==> config.mk <==
export PLATFORM = sky130hd
export DESIGN_NAME = tcm_arbiter
export DESIGN_NICKNAME = d
export VERILOG_FILES = /design/src/rtl/tcm_arb_pkg.sv /design/src/rtl/tcm_rr_arb.sv /design/src/rtl/tcm_arbiter.sv
export SDC_FILE = /design/constraint.sdc
export NUM_CORES = 1
export LEC_CHECK = 0
export BUFFER_PORTS_ARGS = -buffer_cell sky130_fd_sc_hd__buf_2
export CAP_MARGIN = 10
export CORE_AREA = 2 2 91 93
export DETAILED_ROUTE_END_ITERATION = 12
export DIE_AREA = 0 0 93 95
export GPL_ROUTABILITY_DRIVEN = 0
export GPL_TIMING_DRIVEN = 0
export SYNTH_ARGS = -nofsm -noshare
export SYNTH_HDL_FRONTEND = slang
export SYNTH_SLANG_ARGS = --single-unit
==> constraint.sdc <==
create_clock -name clk_i -period 3 [get_ports clk_i]
set_clock_uncertainty 0.05 [all_clocks]
set_input_delay 0 -clock clk_i [delete_from_list [all_inputs] [get_ports clk_i]]
set_output_delay 0 -clock clk_i [all_outputs]
set_load 0.05 [all_outputs]
==> src/rtl/tcm_arb_pkg.sv <==
// Shared types and helpers for the TCM arbiter: port index type,
// per-transaction response record and address alignment check.
package tcm_arb_pkg;

  localparam int NUM_PORTS_MAX = 8;
  localparam int PORT_IDX_W    = $clog2(NUM_PORTS_MAX);

  typedef logic [PORT_IDX_W-1:0] port_idx_t;

  typedef struct packed {
    logic valid;
    logic we;
    logic err;
  } resp_t;

  // True when the byte address is not aligned to a full data word.
  function automatic logic is_misaligned(input logic [31:0] addr, input int data_width);
    logic [31:0] mask;
    mask = 32'(data_width / 8) - 32'd1;
    return (addr & mask) != 32'd0;
  endfunction

endpackage

==> src/rtl/tcm_rr_arb.sv <==
// Combinational round-robin picker with an owner-hold override.
// Holds no state; the top level owns the pointer and lock owner.
module tcm_rr_arb
  import tcm_arb_pkg::*;
#(
  parameter int NUM_PORTS = 2
) (
  input  logic [NUM_PORTS-1:0] req_i,
  input  port_idx_t            ptr_i,
  input  logic                 lock_valid_i,
  input  port_idx_t            owner_i,
  output logic [NUM_PORTS-1:0] gnt_o,
  output port_idx_t            winner_o,
  output logic                 valid_o
);

  // Owner hold first, then scan from ptr upward, then wrap to the low ports.
  always_comb begin
    gnt_o    = {NUM_PORTS{1'b0}};
    winner_o = port_idx_t'(0);
    valid_o  = 1'b0;
    for (int i = 0; i < NUM_PORTS; i++) begin
      if (lock_valid_i && (owner_i == port_idx_t'(i)) && req_i[i]) begin
        gnt_o[i] = 1'b1;
        winner_o = port_idx_t'(i);
        valid_o  = 1'b1;
      end else begin
        valid_o  = valid_o;
      end
    end
    for (int i = 0; i < NUM_PORTS; i++) begin
      if (!valid_o && req_i[i] && (port_idx_t'(i) >= ptr_i)) begin
        gnt_o[i] = 1'b1;
        winner_o = port_idx_t'(i);
        valid_o  = 1'b1;
      end else begin
        valid_o  = valid_o;
      end
    end
    for (int i = 0; i < NUM_PORTS; i++) begin
      if (!valid_o && req_i[i]) begin
        gnt_o[i] = 1'b1;
        winner_o = port_idx_t'(i);
        valid_o  = 1'b1;
      end else begin
        valid_o  = valid_o;
      end
    end
  end

endmodule

==> src/rtl/tcm_arbiter.sv <==
// Shares one single-port TCM between NUM_PORTS requesters with
// round-robin arbitration, optional burst lock and 1-cycle responses.
module tcm_arbiter
  import tcm_arb_pkg::*;
#(
  parameter int NUM_PORTS  = 2,
  parameter int DATA_WIDTH = 32,
  parameter int ADDR_WIDTH = 15
) (
  input  logic                              clk_i,
  input  logic                              rst_ni,
  input  logic [NUM_PORTS-1:0]              req_i,
  input  logic [NUM_PORTS-1:0]              lock_i,
  input  logic [NUM_PORTS*ADDR_WIDTH-1:0]   addr_i,
  input  logic [NUM_PORTS*DATA_WIDTH-1:0]   wdata_i,
  input  logic [NUM_PORTS-1:0]              we_i,
  input  logic [NUM_PORTS*DATA_WIDTH/8-1:0] be_i,
  output logic [NUM_PORTS-1:0]              gnt_o,
  output logic [NUM_PORTS-1:0]              rvalid_o,
  output logic [DATA_WIDTH-1:0]             rdata_o,
  output logic [NUM_PORTS-1:0]              err_o,
  output logic                              tcm_en_o,
  output logic [ADDR_WIDTH-1:0]             tcm_addr_o,
  output logic [DATA_WIDTH-1:0]             tcm_wdata_o,
  output logic                              tcm_we_o,
  output logic [DATA_WIDTH/8-1:0]           tcm_be_o,
  input  logic [DATA_WIDTH-1:0]             tcm_rdata_i
);

  localparam int BE_W = DATA_WIDTH / 8;

  port_idx_t             rr_ptr_q, rr_ptr_d;
  port_idx_t             owner_q, owner_d;
  logic                  owner_valid_q, owner_valid_d;
  logic [NUM_PORTS-1:0]  rvalid_q, rvalid_d;
  logic [NUM_PORTS-1:0]  err_q, err_d;
  resp_t                 resp_q, resp_d;

  logic [NUM_PORTS-1:0]  gnt_s;
  port_idx_t             winner_s;
  logic                  win_valid_s;
  logic [ADDR_WIDTH-1:0] sel_addr_s;
  logic [DATA_WIDTH-1:0] sel_wdata_s;
  logic [BE_W-1:0]       sel_be_s;
  logic                  sel_we_s;
  logic                  sel_lock_s;
  logic                  misaligned_s;

  tcm_rr_arb #(
    .NUM_PORTS (NUM_PORTS)
  ) u_rr_arb (
    .req_i        (req_i),
    .ptr_i        (rr_ptr_q),
    .lock_valid_i (owner_valid_q),
    .owner_i      (owner_q),
    .gnt_o        (gnt_s),
    .winner_o     (winner_s),
    .valid_o      (win_valid_s)
  );

  // Select the winning port's payload; zeros when nobody wins.
  always_comb begin
    sel_addr_s  = {ADDR_WIDTH{1'b0}};
    sel_wdata_s = {DATA_WIDTH{1'b0}};
    sel_be_s    = {BE_W{1'b0}};
    sel_we_s    = 1'b0;
    sel_lock_s  = 1'b0;
    for (int i = 0; i < NUM_PORTS; i++) begin
      if (win_valid_s && (winner_s == port_idx_t'(i))) begin
        sel_addr_s  = addr_i[i*ADDR_WIDTH +: ADDR_WIDTH];
        sel_wdata_s = wdata_i[i*DATA_WIDTH +: DATA_WIDTH];
        sel_be_s    = be_i[i*BE_W +: BE_W];
        sel_we_s    = we_i[i];
        sel_lock_s  = lock_i[i];
      end else begin
        sel_we_s    = sel_we_s;
      end
    end
    misaligned_s = win_valid_s && is_misaligned(32'(sel_addr_s), DATA_WIDTH);
  end

  // Next pointer, lock ownership and response pipeline.
  always_comb begin
    rr_ptr_d      = rr_ptr_q;
    owner_d       = owner_q;
    owner_valid_d = 1'b0;
    if (win_valid_s) begin
      if (winner_s == port_idx_t'(NUM_PORTS - 1)) begin
        rr_ptr_d = port_idx_t'(0);
      end else begin
        rr_ptr_d = winner_s + port_idx_t'(1);
      end
      owner_valid_d = sel_lock_s;
      owner_d       = sel_lock_s ? winner_s : owner_q;
    end else begin
      rr_ptr_d      = rr_ptr_q;
    end
    rvalid_d     = gnt_s;
    err_d        = gnt_s & {NUM_PORTS{misaligned_s}};
    resp_d.valid = win_valid_s;
    resp_d.we    = sel_we_s;
    resp_d.err   = misaligned_s;
  end

  // State registers; a reset drops any response still in flight.
  always_ff @(posedge clk_i or negedge rst_ni) begin
    if (!rst_ni) begin
      rr_ptr_q      <= port_idx_t'(0);
      owner_q       <= port_idx_t'(0);
      owner_valid_q <= 1'b0;
      rvalid_q      <= {NUM_PORTS{1'b0}};
      err_q         <= {NUM_PORTS{1'b0}};
      resp_q        <= 3'b000;
    end else begin
      rr_ptr_q      <= rr_ptr_d;
      owner_q       <= owner_d;
      owner_valid_q <= owner_valid_d;
      rvalid_q      <= rvalid_d;
      err_q         <= err_d;
      resp_q        <= resp_d;
    end
  end

  // Drive grants and the TCM; misaligned accesses are granted but never reach the TCM.
  always_comb begin
    gnt_o       = {NUM_PORTS{1'b0}};
    tcm_en_o    = 1'b0;
    tcm_we_o    = 1'b0;
    tcm_addr_o  = sel_addr_s;
    tcm_wdata_o = sel_wdata_s;
    tcm_be_o    = sel_be_s;
    if (rst_ni) begin
      gnt_o    = gnt_s;
      tcm_en_o = win_valid_s & ~misaligned_s;
      tcm_we_o = win_valid_s & sel_we_s & ~misaligned_s;
    end else begin
      gnt_o    = {NUM_PORTS{1'b0}};
    end
    rvalid_o = rvalid_q;
    err_o    = err_q;
    if (resp_q.valid && !resp_q.we && !resp_q.err) begin
      rdata_o = tcm_rdata_i;
    end else begin
      rdata_o = {DATA_WIDTH{1'b0}};
    end
  end

endmodule

# After elaboration in Yosys (flattened, before gate mapping)
# Cells that the tools add are included.
dict set report totals {
  inputBits 142
  ff_bits 14
}
dict set report op_classes {
  bitwise_logic 5
  mux 32
  n_eq_ne 2
  magnitude_cmp 2
  add_sub_neg 1
  reduce_logical 25
}
# cell n
set op_table {}
lappend op_table {{$mux 32} 3}
lappend op_table {{$reduce_bool 32->1} 1}
lappend op_table {{$mux 15} 2}
lappend op_table {{$mux 1} 23}
lappend op_table {{$logic_and 1x1->1} 15}
lappend op_table {{$mux 4} 2}
lappend op_table {{$eq 3x1->1 const B} 2}
lappend op_table {{$ge 1x3->1 const A} 2}
lappend op_table {{$logic_not 1->1} 6}
lappend op_table {{$logic_not 3->1} 2}
lappend op_table {{$add 3x1->3 const B} 1}
lappend op_table {{$and 1x1->1} 3}
lappend op_table {{$mux 3} 1}
lappend op_table {{$and 2x2->2} 1}
lappend op_table {{$mux 2} 1}
lappend op_table {{$reduce_and 2->1} 1}
lappend op_table {{$not 1->1} 1}

# Depth between registers and ports, before layout
# Gate-level depths: netlist of run 1.
dict set report logic_depth {
  depth_word 28
  mapped_depth 5
  depth_no_buf 4
}

# Cells and area by module
# From an unflattened synthesis of run 1, not the netlist that was laid out.
dict set report hier_totals {
  hier_cells 155
  hier_area_um2 1380.1
}
# module cells_each instances area_per_inst_um2
set modules_own_cells {}
lappend modules_own_cells {tcm_arbiter 144 1 1298.7}
lappend modules_own_cells {tcm_rr_arb 11 1 81.3}

# Worst setup path before layout of run 1
# No wires, ideal clock.
dict set report synth_timing {
  path_kind {reg-to-output}
  startpoint {reg owner_valid_q}
  endpoint {out tcm_we_o}
  path_stages_with_launch 4
  t_arrival_ps 1726
  path_slack_ps 1224
  cell_sequence {dfrtp_1 > mux2_4 > a21oi_1 > a2bb2oi_1}
}
dict set report synth_between {
  elab_chain_len 27
  elab_cells_between_ends 39
  cone_classes {eq/ne: 1; mux: 16; bitwise: 3; reduce/logical: 19}
}
# element line_no
set synth_rtl {}
lappend synth_rtl {{from (decl)} tcm_arbiter.sv:34} ;# logic owner_valid_q, owner_valid_d;
lappend synth_rtl {{from (signal assigned)} tcm_arbiter.sv:117} ;# owner_valid_q <= owner_valid_d;
lappend synth_rtl {{$logic_and 1x1->1 (2 in a row)} tcm_rr_arb.sv:23} ;# if (lock_valid_i && (owner_i == port_idx_t'(i)) && req_i[i]) begin
lappend synth_rtl {{$mux 1 (2 in a row)} tcm_rr_arb.sv:23}
lappend synth_rtl {{$logic_not 1->1} tcm_rr_arb.sv:32} ;# if (!valid_o && req_i[i] && (port_idx_t'(i) >= ptr_i)) begin
lappend synth_rtl {{$logic_and 1x1->1 (2 in a row)} tcm_rr_arb.sv:32}
lappend synth_rtl {{$mux 1} tcm_rr_arb.sv:32}
lappend synth_rtl {{$logic_not 1->1} tcm_rr_arb.sv:32}
lappend synth_rtl {{$logic_and 1x1->1 (2 in a row)} tcm_rr_arb.sv:32}
lappend synth_rtl {{$mux 1} tcm_rr_arb.sv:32}
lappend synth_rtl {{(+6 left out)} --}
lappend synth_rtl {{$logic_not 3->1} tcm_arbiter.sv:69} ;# if (win_valid_s && (winner_s == port_idx_t'(i))) begin
lappend synth_rtl {{$logic_and 1x1->1} tcm_arbiter.sv:69}
lappend synth_rtl {{$mux 15 (2 in a row)} tcm_arbiter.sv:69}
lappend synth_rtl {{$reduce_bool 32->1} tcm_arb_pkg.sv:20} ;# return (addr & mask) != 32'd0;
lappend synth_rtl {{$logic_and 1x1->1} tcm_arbiter.sv:79} ;# misaligned_s = win_valid_s && is_misaligned(32'(sel_addr_s), DATA_WIDTH);
lappend synth_rtl {{$not 1->1} tcm_arbiter.sv:135} ;# tcm_we_o = win_valid_s & sel_we_s & ~misaligned_s;
lappend synth_rtl {{$and 1x1->1 (*)} tcm_arbiter.sv:135}
lappend synth_rtl {{$mux 1 (*)} tcm_arbiter.sv:132} ;# if (rst_ni) begin
lappend synth_rtl {{to (decl)} tcm_arbiter.sv:25} ;# output logic tcm_we_o,
# Every way passes the cells marked *; elsewhere a longest branch is shown, timed or not.

# Final worst setup path of run 1
dict set report layout_timing {
  startpoint {reg owner_valid_q}
  endpoint {out tcm_addr_o[11]}
}
dict set report layout_between {
  elab_chain_len 22
  elab_cells_between_ends 31
  cone_classes {eq/ne: 1; mux: 13; reduce/logical: 17}
}
# element line_no
set layout_rtl {}
lappend layout_rtl {{$logic_and 1x1->1 (2 in a row)} tcm_rr_arb.sv:23}
lappend layout_rtl {{$mux 1 (2 in a row)} tcm_rr_arb.sv:23}
lappend layout_rtl {{$logic_not 1->1} tcm_rr_arb.sv:32}
lappend layout_rtl {{$logic_and 1x1->1 (2 in a row)} tcm_rr_arb.sv:32}
lappend layout_rtl {{$mux 1} tcm_rr_arb.sv:32}
lappend layout_rtl {{$logic_not 1->1} tcm_rr_arb.sv:32}
lappend layout_rtl {{$logic_and 1x1->1 (2 in a row)} tcm_rr_arb.sv:32}
lappend layout_rtl {{$mux 1} tcm_rr_arb.sv:32}
lappend layout_rtl {{(+2 left out)} --}
lappend layout_rtl {{$mux 1} tcm_rr_arb.sv:41} ;# if (!valid_o && req_i[i]) begin
lappend layout_rtl {{$logic_not 1->1} tcm_rr_arb.sv:41}
lappend layout_rtl {{$logic_and 1x1->1} tcm_rr_arb.sv:41}
lappend layout_rtl {{$mux 1} tcm_rr_arb.sv:41}
lappend layout_rtl {{$logic_not 3->1} tcm_arbiter.sv:69}
lappend layout_rtl {{$logic_and 1x1->1} tcm_arbiter.sv:69}
lappend layout_rtl {{$mux 15} tcm_arbiter.sv:69}
lappend layout_rtl {{$mux 15 (*)} tcm_arbiter.sv:69}
lappend layout_rtl {{to (decl)} tcm_arbiter.sv:23} ;# output logic [ADDR_WIDTH-1:0] tcm_addr_o,
# Marks and branches as above.

==> results of run 1 <==
-- final timing paths --
kind,end,start
worst max-delay path,tcm_addr_o[11],owner_valid_q
worst min-delay path,err_o[0],req_i[0]
worst max register to register,owner_q[0],owner_valid_q
worst min register to register,rr_ptr_q[0],rr_ptr_q[0]
max in group asynchronous,rr_ptr_q[0],rst_ni
min in group asynchronous,rvalid_o[0],rst_ni
-- where the power goes --
group / total [mW] / internal, mW / switching, mW
combinational: 0.872 / 0.260 / 0.612
clock: 0.173 / 0.116 / 0.0574
sequential: 0.157 / 0.150 / 0.00723
-- critical path, cell delays in order, from the launching register on --
cell and delay, ns:
sky130_fd_sc_hd__dfrtp_1 0.38, sky130_fd_sc_hd__mux2i_1 0.38, sky130_fd_sc_hd__o21ai_2 0.12, sky130_fd_sc_hd__inv_2 0.16
sky130_fd_sc_hd__buf_2 0.23, sky130_fd_sc_hd__a22o_1 0.18, sky130_fd_sc_hd__buf_2 0.28
-- cell families (layout without fill, tap and decap cells) --
group | count (synthesis) | in the layout | synth area share [%]
compound gates | 63 | 63 | 45.9
simple gates | 44 | 44 | 21.5
buf+inv | 18 | 258 | 9.54
flops | 10 | 10 | 21.0
mux | 2 | 2 | 2.10
-- metrics by stage --
stage / hold WS [ns] / utilization (%) / area, um2 / instances / setup WS [ns]
5_1_grt: 0.0533 / 32.6 / 2580 / 482 / 0.817
6_report: 0.0270 / 32.6 / 2580 / 482 / 0.980
3_3_place_gp: -0.141 / 31.4 / 2490 / 474 / 1.22
2_1_floorplan: -0.346 / - / 1190 / 137 / 1.22
3_5_place_dp: -0.138 / 31.4 / 2490 / 474 / 1.23
4_1_cts: 0.0237 / 32.6 / 2580 / 482 / 0.961
-- layout make-up --
type,instances,area share [%]
inverters,5,0.824
clock buffers,4,2.13
repair buffers,236,46.5
well taps,105,5.09
flip-flops and latches,10,9.69
multi-input cells,109,32.1
plain buffers,13,3.59
-- layout by cell type (no fill, tap or decap) --
master,count
sky130_fd_sc_hd__nand2_1,4
sky130_fd_sc_hd__a22o_2,4
sky130_fd_sc_hd__inv_1,2
sky130_fd_sc_hd__inv_4,1
sky130_fd_sc_hd__o2111ai_1,2
sky130_fd_sc_hd__and2_1,34
sky130_fd_sc_hd__or2_2,1
sky130_fd_sc_hd__o21a_1,1
sky130_fd_sc_hd__mux2_4,1
sky130_fd_sc_hd__a22o_1,48
sky130_fd_sc_hd__o21ai_2,1
sky130_fd_sc_hd__inv_2,2
sky130_fd_sc_hd__dfrtp_1,10
sky130_fd_sc_hd__a21oi_1,2
sky130_fd_sc_hd__buf_2,237
sky130_fd_sc_hd__dlygate4sd3_1,4
sky130_fd_sc_hd__a2bb2oi_1,1
sky130_fd_sc_hd__buf_6,5
sky130_fd_sc_hd__o21ai_4,1
sky130_fd_sc_hd__clkbuf_1,3
sky130_fd_sc_hd__mux2i_1,1
sky130_fd_sc_hd__o211ai_1,1
sky130_fd_sc_hd__nor2_1,4
sky130_fd_sc_hd__o22ai_1,1
sky130_fd_sc_hd__clkbuf_8,4
sky130_fd_sc_hd__o21ai_0,1
sky130_fd_sc_hd__nor3b_1,1
-- per-layer routing --
| metal | global-route usage (%) | up-vias | share of wire (%) |
|---|---|---|---|
| met5 | 0 | - | 0 |
| li1 | - | 998 | - |
| met1 | 13.9 | 910 | 39 |
| met2 | 20.6 | 126 | 51 |
| met4 | 3.68 | 0 | 1.0 |
| met3 | 2.08 | 5 | 8.4 |
-- sequential cells by signal (all words and copies together), names as in the netlist --
| name | count |
|---|---|
| resp_q | 3 |
| rr_ptr_q | 1 |
| err_o | 2 |
| owner_valid_q | 1 |
| owner_q | 1 |
| rvalid_o | 2 |
==> results.txt, run 1 <==
----------------------------------------------------
[Clocking]
  Number of buffers between clock root and the deepest sink ... 2
  Clock latency of the later-clocked register in the worst-skew pair ... 0.24 ns
  Resize count post-CTS ... 0
  Sink count of the clock tree ... 10
  Count of buffers added by post-CTS timing repair for setup ... 0
  Clock slew at reported path FFs ... 0.05 ns
  TritonCTS clock tree ... yes
  Quantity of hold-fixing buffers added after cts ... 4
  H-Tree Level Count ... 1
  CTS root buffer ... sky130_fd_sc_hd__clkbuf_8
  Clock buffers created by TritonCTS ... 3

[Synthesis]
  Primary FF master, synth ... sky130_fd_sc_hd__dfrtp_1
  YS warnings ... 0
  Post-Syn Nets ... ~280
  Fraction of synthesized cell area taken by the top area cell type ... 35.2%
  Share of synthesized area occupied by flip-flops and latches ... between 20% and 30%
  Top cells by area, synth ... sky130_fd_sc_hd__a22o_1 (35%), sky130_fd_sc_hd__dfrtp_1 (21%), sky130_fd_sc_hd__and2_1 (18%)
  Summed instance area of the synthesized netlist ... between 1000 and 1500 um2
  Async S/R FF share, synth ... 100%
  Synthesized area divided by synthesized cell count ... 8.71 um2
  Post-synth EDFFs ... 0
  List of most frequent post-synthesis cells ... sky130_fd_sc_hd__a22o_1 (48), sky130_fd_sc_hd__and2_1 (34), sky130_fd_sc_hd__dfrtp_1 (10)
  Cell taking the most area after synthesis ... sky130_fd_sc_hd__a22o_1
  Count of distinct cell types in the synthesized netlist ... 25
  Gate Count Post-Synth ... approximately 140
  Count of state elements after synthesis ... 10
  Most instantiated library cell after synthesis ... sky130_fd_sc_hd__a22o_1

[GRT]
  Number of global-route vias before repair ... 1,758
  Total routing resource utilization after global routing ... 11.5%
  Wire length of the first global-routing pass ... roughly 8100 um
  Number of antenna violations at the first check in global routing ... 0
  Total congestion overflow after global routing ... 0
  Pin count of the biggest net entering global routing ... 15

[Critical path]
  Category of the critical setup timing path ... register to output pin
  Capturing element type of the critical path ... output pin
  Logic depth of the worst register-to-register path ... 4
  Arrival time at the worst endpoint ... 1.97 ns
  Largest fanout on the critical path ... 10
  Worst setup slack for register-to-register paths ... 1.52 ns
  Endpoint required time on the critical path ... 2.95 ns
  CP Launch Type ... register

[Pwr]
  Leakage power ... 1.60 nW
  Worst vdd rail ir drop ... 0.161 mV
  Post-route total power ... 1.20 mW
  Total power per unit cell area ... 466 nW/um2

[Floorplan]
  Y dimension of the die ... 95 um
  Die Outline Area ... 8840 um2
  Site row count ... 33
  Starting density of the core ... 15.1%
  Placeable core region ... 7930 um2
  Die X ... 93 um
  Count of pins on the block boundary ... 233

[STA]
  Total of endpoints with negative setup slack in the final report ... 0
  Final Max Tran Viols ... 0
  Clock period minus final worst setup slack ... 2.02 ns
  Peak Freq ... 495 MHz
  Unrepaired setup endpoints after global routing ... no
  Final Cycle Share ... 67.3%
  Post-Route Setup TNS ... 0 ns
  Worst slew slack as a fraction of its limit ... 67.5%
  Hold violation count in the final report ... 0
  Transition time of the tightest slew-check pin ... just under 0.5 ns

[Final layout]
  Final layout net count ... 520
  FILL cells ... 878
  Multi-input combinational cell area ... 830 um2
  Ratio of cells with drive above 1 in the final layout ... a little under 70%
  Synth-to-Final Area Change ... 116%
  Antenna diode count ... 0
  Sequential cell area ... 250 um2

[Place]
  Placed wire-length estimate after detailed placement ... 5270 um
  Port Buf Inserts ... 232

[Route]
  Number of vias in the routed layout ... 2,039
  Drt total wl ... 6040 um
  Antenna viol nets, final ... 0
  Ratio of routed vias to standard cells ... 4.23
  Avg WL per Cell ... between 10 and 15 um
  First-pass detailed-route iteration total ... 4
  DRC ... 0
  First-iteration detailed-routing DRC count ... 30

[Worst hold path]
  Worst hold path type ... primary input to register
  Worst Hold Path Cells ... 3

[Flow run]
  Total of max-cap violations ... 0

[Run status]
  Outcome ... complete, no violations

----------------------------------------------------
Note: power is estimated with default switching activity, not from simulation.
==> run 2, diff against run 1 <==
Settings changed: ABC_AREA set to 1, CORE_AREA 2 2 91 93 to 2 2 89 91, DIE_AREA 0 0 93 95 to 0 0 91 93.
Clock period 3 ns to 1.8 ns, I/O delays scaled along.
==> run 2 against run 1 <==
  * The run now ends with setup timing left
  * Routed wire length up 13%
  * Power up 120%
  * Highest routed layer unchanged
  * Non-clock buffer count up 8
  * Critical path type unchanged
  * Largest cell class unchanged
  * Sequential cell count unchanged
  * Clock power up 61%
  * Core utilization up 8.9 points
==> results.txt, run 2 <==
----------------------------------------------------
[Run status]
  Outcome ... finished, violations left
  Violations in the final reports ... setup timing

[Final layout]
  Most frequent standard cell in the layout excluding fill and tap cells ... sky130_fd_sc_hd__buf_2
  Leading cell types in the layout, fill and taps excluded ... sky130_fd_sc_hd__buf_2 (162), sky130_fd_sc_hd__buf_6 (56), sky130_fd_sc_hd__a22o_1 (49)
  Antenna diode count ... 0 (unchanged)
  Number of flip-flops under the largest register name ... 3 (unchanged)
  Non-Filler Cell Area, Final ... 3120 um2 (+21%)
  Top reg by flops ... resp_q
  Final layout net count ... 573 (+10%)
  Ratio of cells with drive above 1 in the final layout ... 62.1% (-6.1 points)
  Synth-to-Final Area Change ... 151%

[Clocking]
  Number of buffers between clock root and the deepest sink ... 2 (unchanged)
  Clock buffers created by TritonCTS ... 3 (unchanged)
  CTS root buffer ... sky130_fd_sc_hd__clkbuf_8
  H-Tree Level Count ... 1 (unchanged)
  TritonCTS clock tree ... yes
  Sink count of the clock tree ... 10 (unchanged)
  Clock latency of the later-clocked register in the worst-skew pair ... 0.23 ns (about the same)
  Clock slew at reported path FFs ... 0.05 ns (about the same)

[Pwr]
  Switch Pwr ... 1.41 mW (+110%)
  Total power per unit cell area ... 832 nW/um2 (+79%)
  Part of the power in the clock network ... 10.7% (-3.7 points)
  Fraction of power spent switching nets ... 54.5% (-1.8 points)
  Worst vdd rail ir drop ... 0.379 mV (+140%)
  Int Pwr ... 1.18 mW (+120%)
  Logic gate share of total power ... 78.9% (+6.4 points)
  Leakage power ... 1.93 nW (+21%)
  Reg power frac ... 10.4% (-2.7 points)

[STA]
  Peak Freq ... 555 MHz
  Unrepaired setup endpoints after global routing ... yes
  Final Cycle Share ... 100%
  Post-route worst hold slack ... 0.0340 ns (+0.00702 ns)
  Setup ws final ... -0.00182 ns (-0.982 ns)
  Final Max Tran Viols ... 0 (unchanged)
  Clock period minus final worst setup slack ... approximately 1.8 ns
  Transition time of the tightest slew-check pin ... 0.257 ns (-0.229 ns)
  Hold violation count in the final report ... 0 (unchanged)
  Total of endpoints with negative setup slack in the final report ... 1 (+1)
  Worst slew slack as a fraction of its limit ... 83.0% (+15 points)

[Synthesis]
  List of most frequent post-synthesis cells ... sky130_fd_sc_hd__a22o_1 (49), sky130_fd_sc_hd__inv_1 (42), sky130_fd_sc_hd__nor2_1 (41)
  Post-synth EDFFs ... 0 (unchanged)
  Synthesized area divided by synthesized cell count ... 6.75 um2 (-22%)
  Fraction of synthesized cell area taken by the top area cell type ... 34.5% (-0.68 points)
  Cell taking the most area after synthesis ... sky130_fd_sc_hd__a22o_1
  YS warnings ... 0 (unchanged)
  Post-Syn Nets ... 326 (+17%)
  Async S/R FF share, synth ... 100% (unchanged)
  Top cells by area, synth ... sky130_fd_sc_hd__a22o_1 (35%), sky130_fd_sc_hd__dfrtp_1 (20%), sky130_fd_sc_hd__inv_1 (13%)
  Count of distinct cell types in the synthesized netlist ... 16 (-36%)
  Summed instance area of the synthesized netlist ... 1240 um2 (+4.1%)
  Most instantiated library cell after synthesis ... sky130_fd_sc_hd__a22o_1
  Gate Count Post-Synth ... 184 (+34%)
  Count of state elements after synthesis ... 10 (unchanged)
  Share of synthesized area occupied by flip-flops and latches ... 20.1% (-0.82 points)
  Primary FF master, synth ... sky130_fd_sc_hd__dfrtp_1

[Critical path]
  RR Endpoint ... resp_q[1]
  Logic depth of the worst register-to-register path ... 10 (+6)
  Largest fanout on the critical path ... 5 (-5)
  Endpoint required time on the critical path ... 1.75 ns (-1.20 ns)
  Capturing element type of the critical path ... output pin
  Category of the critical setup timing path ... register to output pin
  Slowest-stage cell, CP ... sky130_fd_sc_hd__dfrtp_1
  Top cell family by delay on the critical path ... simple AND/OR/NAND/NOR gates
  WP buf/inv ... 3 (unchanged)
  Reg2Reg Launch Point ... owner_q[0]
  Worst setup slack for register-to-register paths ... 0.29 ns (-1.23 ns)
  Cell repeated most along the worst path ... sky130_fd_sc_hd__nand2_1
  Worst-path cell chain ... inv_2, nand2_2, nand2_1, nand2_1, nand2_1, nand2_2, buf_8, a21oi_4, nand3_2, nor2_2, buf_6
  Delay of the slowest cell on the worst path ... 0.38 ns (about the same)
  CP Launch Type ... register
  Arrival time at the worst endpoint ... 1.75 ns (-0.22 ns)

[Floorplan]
  Site row count ... 32 (-3.0%)
  Die Outline Area ... 8460 um2 (-4.2%)
  Y dimension of the die ... 93 um (-2.1%)
  Placeable core region ... 7530 um2 (-5.1%)
  Count of pins on the block boundary ... 233 (unchanged)
  Die X ... 91 um (-2.2%)
  Starting density of the core ... 16.5% (+1.4 points)

[Route]
  Avg WL per Cell ... 12.8 um (+2.3%)
  First-iteration detailed-routing DRC count ... 14 (-53%)
  Drt total wl ... 6820 um (+13%)
  Ratio of routed vias to standard cells ... 4.17 (-1.3%)
  DRC ... 0 (unchanged)
  Antenna viol nets, final ... 0 (unchanged)
  First-pass detailed-route iteration total ... 4 (unchanged)
  Number of vias in the routed layout ... 2,221 (+8.9%)

[Place]
  Port Buf Inserts ... 232 (unchanged)
  Placed wire-length estimate after detailed placement ... 5420 um (+2.9%)
  Area after DPL ... 2530 um2 (+1.8%)

[GRT]
  Total congestion overflow after global routing ... 0 (unchanged)
  Number of antenna violations at the first check in global routing ... 0 (unchanged)
  Number of global-route vias before repair ... 2,137 (+22%)
  Wire length of the first global-routing pass ... 9710 um (+21%)
  Pin count of the biggest net entering global routing ... 12 (-3)
  Total routing resource utilization after global routing ... 13.9% (+2.5 points)

[Worst hold path]
  Start point of the worst hold path ... req_i[1]
  Hold-critical path endpoint ... rr_ptr_q[0]
  Worst Hold Path Cells ... 4 (+1)
  Worst hold path type ... primary input to register

[Flow run]
  Total of max-cap violations ... 0 (unchanged)

----------------------------------------------------
[run 2: power by group through the flow]
stage	registers, mW	clock network, mW	logic [mW]
after global routing	0.273	0.295	2.15
after detailed placement	0.273	0	1.72
final	0.270	0.278	2.05
after CTS	0.270	0.284	1.79
after floorplan	0.314	0	1.22
after global placement	0.271	0	1.72
[run 2: metrics by stage]
stage	total power, mW	setup WS [ns]	util [%]	setup TNS [ns]	cells
finish	2.60	-0.00182	41.5	-0.00182	532
global route	2.72	-0.107	41.5	-1.93	532
CTS	2.35	-0.00311	36.2	-0.00311	530
detailed placement	2.00	0.189	33.6	0	518
global placement	1.99	0.197	33.6	0	518
floorplan	1.53	0.0694	-	0	184
[run 2: worst max-delay path by stage]
stage | cells past startpoint | start | end
2_1_floorplan | 10 | owner_q[0] | tcm_we_o
3_3_place_gp | 8 | owner_q[0] | tcm_wdata_o[0]
3_5_place_dp | 10 | owner_q[0] | tcm_wdata_o[0]
4_1_cts | 11 | owner_q[0] | tcm_we_o
5_1_grt | 11 | owner_q[0] | tcm_we_o
6_report | 11 | owner_q[0] | tcm_we_o
[run 2: metal layers]
layer | wire length (um) | GRT usage (%) | vias to the layer above
met3 | 744 | 3.30 | 8
met1 | 2350 | 13.9 | 979
li1 | - | - | 1094
met2 | 3620 | 28.0 | 140
met5 | 0 | 0 | -
met4 | 107 | 4.67 | 0
[run 2: tightest hold or removal path, stage by stage]
cell,delay (ns)
sky130_fd_sc_hd__buf_2,0.11
sky130_fd_sc_hd__nor2_1,0.07
sky130_fd_sc_hd__nand2_1,0.06
sky130_fd_sc_hd__nand2_1,0.05
[run 2: final cells by class]
cell class / instances / area [um2]
multi-input combinational: 114 / 736
timing repair buffer: 242 / 1630
fill: 779 / 4410
sequential: 10 / 250
clock buffer: 4 / 55.1
tap: 102 / 128
buffer: 15 / 146
inverter: 45 / 171
[run 2: logic make-up after synthesis]
logic type,synth area share (%)
buf+inv,23.0
compound gates,37.5
flops,20.1
simple gates,19.4
[run 2: what timing repair did]
item	CTS	global route
hold buffers	8	0
gates resized for setup	23	155
hold endpoints to repair	14	0
buffers inserted	0	2
gates cloned	0	1
pin swaps	0	3
setup endpoints to repair	20	76
==> run 3, diff against run 2 <==
Settings changed: ABC_AREA 1 to 0, CORE_AREA 2 2 89 91 to 2 2 90 92, DIE_AREA 0 0 91 93 to 0 0 92 94.
==> run 3 against run 2 <==
  * The run still ends with setup timing left
  * Die area up 2.2%
  * Fmax decreased by 8.6%
  * Via count decreased by 5.0%
  * Worst hold slack got worse by 0.0063 ns
  * Combinational power decreased by 14%
  * Routed wire length increased by 4.8%
  * Highest routed layer unchanged
==> results.txt, run 3 (synthesis gave the netlist of run 1 again) <==
----------------------------------------------------
[Worst hold path]
  Hold-critical path endpoint ... err_o[0]
  Worst Hold Path Cells ... 3 (-1)
  Start point of the worst hold path ... addr_i[1]
  Worst hold path type ... primary input to register

[Route]
  Avg WL per Cell ... 14.6 um (+14%)
  First-pass detailed-route iteration total ... 4 (unchanged)
  DRC ... 0 (unchanged)
  Antenna viol nets, final ... 0 (unchanged)
  First-iteration detailed-routing DRC count ... 63 (+49)
  Ratio of routed vias to standard cells ... 4.30 (+3.0%)
  Number of vias in the routed layout ... 2,111 (-5.0%)
  Drt total wl ... 7150 um (+4.8%)

[Critical path]
  Largest fanout on the critical path ... 5 (unchanged)
  Category of the critical setup timing path ... register to output pin
  Capturing element type of the critical path ... output pin
  CP Launch Type ... register
  Logic depth of the worst register-to-register path ... 5 (-5)
  Reg2Reg Launch Point ... owner_valid_q
  RR Endpoint ... owner_q[0]
  Arrival time at the worst endpoint ... 1.92 ns (+0.17 ns)
  Endpoint required time on the critical path ... 1.75 ns (about the same)
  Worst setup slack for register-to-register paths ... 0.15 ns (-0.14 ns)

[GRT]
  Number of global-route vias before repair ... 2,072 (-3.0%)
  Number of antenna violations at the first check in global routing ... 1 (+1)
  Total congestion overflow after global routing ... 0 (unchanged)
  Wire length of the first global-routing pass ... 9990 um (+2.9%)
  Pin count of the biggest net entering global routing ... 15 (+3)
  Total routing resource utilization after global routing ... 14.8% (+0.88 points)

[Floorplan]
  Site row count ... 32 (unchanged)
  Y dimension of the die ... 94 um (+1.1%)
  Placeable core region ... 7610 um2 (+1.1%)
  Die Outline Area ... 8650 um2 (+2.2%)
  Starting density of the core ... 15.7% (-0.82 points)
  Die X ... 92 um (+1.1%)
  Count of pins on the block boundary ... 233 (unchanged)

[Pwr]
  Post-route total power ... 2.32 mW (-11%)
  Worst vdd rail ir drop ... 0.287 mV (-24%)
  Total power per unit cell area ... 749 nW/um2 (-9.9%)
  Leakage power ... 1.76 nW (-8.7%)

[Final layout]
  Non-Filler Cell Area, Final ... 3090 um2 (-0.96%)
  Top reg by flops ... resp_q
  Synth-to-Final Area Change ... 159%
  Most frequent standard cell in the layout excluding fill and tap cells ... sky130_fd_sc_hd__buf_2
  Final layout net count ... 531 (-7.3%)
  Layout Utilization ... 40.6% (-0.83 points)
  Leading cell types in the layout, fill and taps excluded ... sky130_fd_sc_hd__buf_2 (181), sky130_fd_sc_hd__buf_6 (55), sky130_fd_sc_hd__a22o_1 (48)
  Ratio of cells with drive above 1 in the final layout ... 71.4% (+9.3 points)
  Number of flip-flops under the largest register name ... 3 (unchanged)

[STA]
  Peak Freq ... 507 MHz (-8.6%)
  Hold violation count in the final report ... 0 (unchanged)
  Total of endpoints with negative setup slack in the final report ... 51 (+50)
  Final Max Tran Viols ... 0 (unchanged)
  Post-Route Setup TNS ... -5.80 ns (-5.79 ns)
  Clock period minus final worst setup slack ... 1.97 ns (+0.170 ns)
  Transition time of the tightest slew-check pin ... 0.344 ns (+0.0868 ns)
  Unrepaired setup endpoints after global routing ... yes
  Final Cycle Share ... 110% (+9.5 points)
  Worst slew slack as a fraction of its limit ... 77.0% (-5.9 points)
  Setup ws final ... -0.172 ns (-0.170 ns)

[Clocking]
  TritonCTS clock tree ... yes
  Clock slew at reported path FFs ... 0.05 ns (about the same)
  H-Tree Level Count ... 1 (unchanged)
  Clock latency of the later-clocked register in the worst-skew pair ... 0.23 ns (about the same)
  Number of buffers between clock root and the deepest sink ... 2 (unchanged)
  Clock buffers created by TritonCTS ... 3 (unchanged)
  CTS root buffer ... sky130_fd_sc_hd__clkbuf_8
  Sink count of the clock tree ... 10 (unchanged)

[Place]
  Area after DPL ... 2480 um2 (-1.9%)
  Placed wire-length estimate after detailed placement ... 5750 um (+6.0%)
  Worst-case setup slack after placement ... 0.00222 ns (-0.187 ns)
  Port Buf Inserts ... 232 (unchanged)

[Run status]
  Outcome ... finished, violations left
  Violations in the final reports ... setup timing

[Flow run]
  Total of max-cap violations ... 0 (unchanged)

----------------------------------------------------
-- run 3: metrics by stage --
stage	std cells	hold slack (ns)
after floorplan	137	-0.346
after global placement	471	-0.146
after detailed placement	471	-0.138
after CTS	488	0.0221
after global routing	491	0.0455
final	491	0.0277
-- run 3: report_power, final --
part	switching, mW	leakage [nW]	total [mW]	internal (mW)
clock	0.0898	0.0288	0.282	0.192
sequential	0.00990	0.120	0.260	0.250
combinational	1.10	1.62	1.77	0.675
total	1.20	1.76	2.32	1.12
-- run 3: timing repair --
item,in CTS,in global routing
buffers inserted,10,1
hold buffers,2,0
gates resized for setup,116,12
endpoints found under the hold margin,12,0
cloned,1,1
endpoints found under the setup margin,83,84
pin swaps,25,7
-- run 3: how the worst max path moves through the flow --
| stage | start | endpoint | slack, ns | depth (start not counted) |
|---|---|---|---|---|
| global placement | owner_valid_q | tcm_wdata_o[3] | 0.03 | 6 |
| CTS | owner_valid_q | tcm_be_o[3] | -0.18 | 6 |
| detailed placement | owner_valid_q | tcm_addr_o[3] | 0.002 | 6 |
| floorplan | owner_valid_q | tcm_we_o | 0.02 | 3 |
| global route | owner_valid_q | tcm_wdata_o[31] | -0.24 | 6 |
| finish | owner_valid_q | tcm_wdata_o[31] | -0.17 | 6 |
-- run 3: layout make-up --
cell class,instances,area [um2]
timing repair buffer,246,1640
buffer,13,116
antenna,1,2.50
clock buffer,4,55.1
fill,750,4520
multi-input combinational,109,863
tap,102,128
inverter,5,23.8
sequential,10,250
timing repair inverter,1,7.51
-- run 3: critical path, stage by stage, from the launching register on --
cell and delay [ns]:
sky130_fd_sc_hd__dfrtp_1 0.39, sky130_fd_sc_hd__mux2_4 0.33, sky130_fd_sc_hd__o21ai_4 0.20, sky130_fd_sc_hd__buf_4 0.18, sky130_fd_sc_hd__clkinvlp_4 0.13, sky130_fd_sc_hd__a22o_2 0.28
sky130_fd_sc_hd__buf_4 0.19
-- run 3: layer usage --
metal	GRT usage (%)	share of wire [%]	vias to the layer above	wire length, um
met5	0	0	-	0
met4	4.60	1.0	0	75
met3	2.65	8.2	4	588
met2	29.0	55	144	3900
met1	16.0	36	939	2590
li1	-	-	1024	-
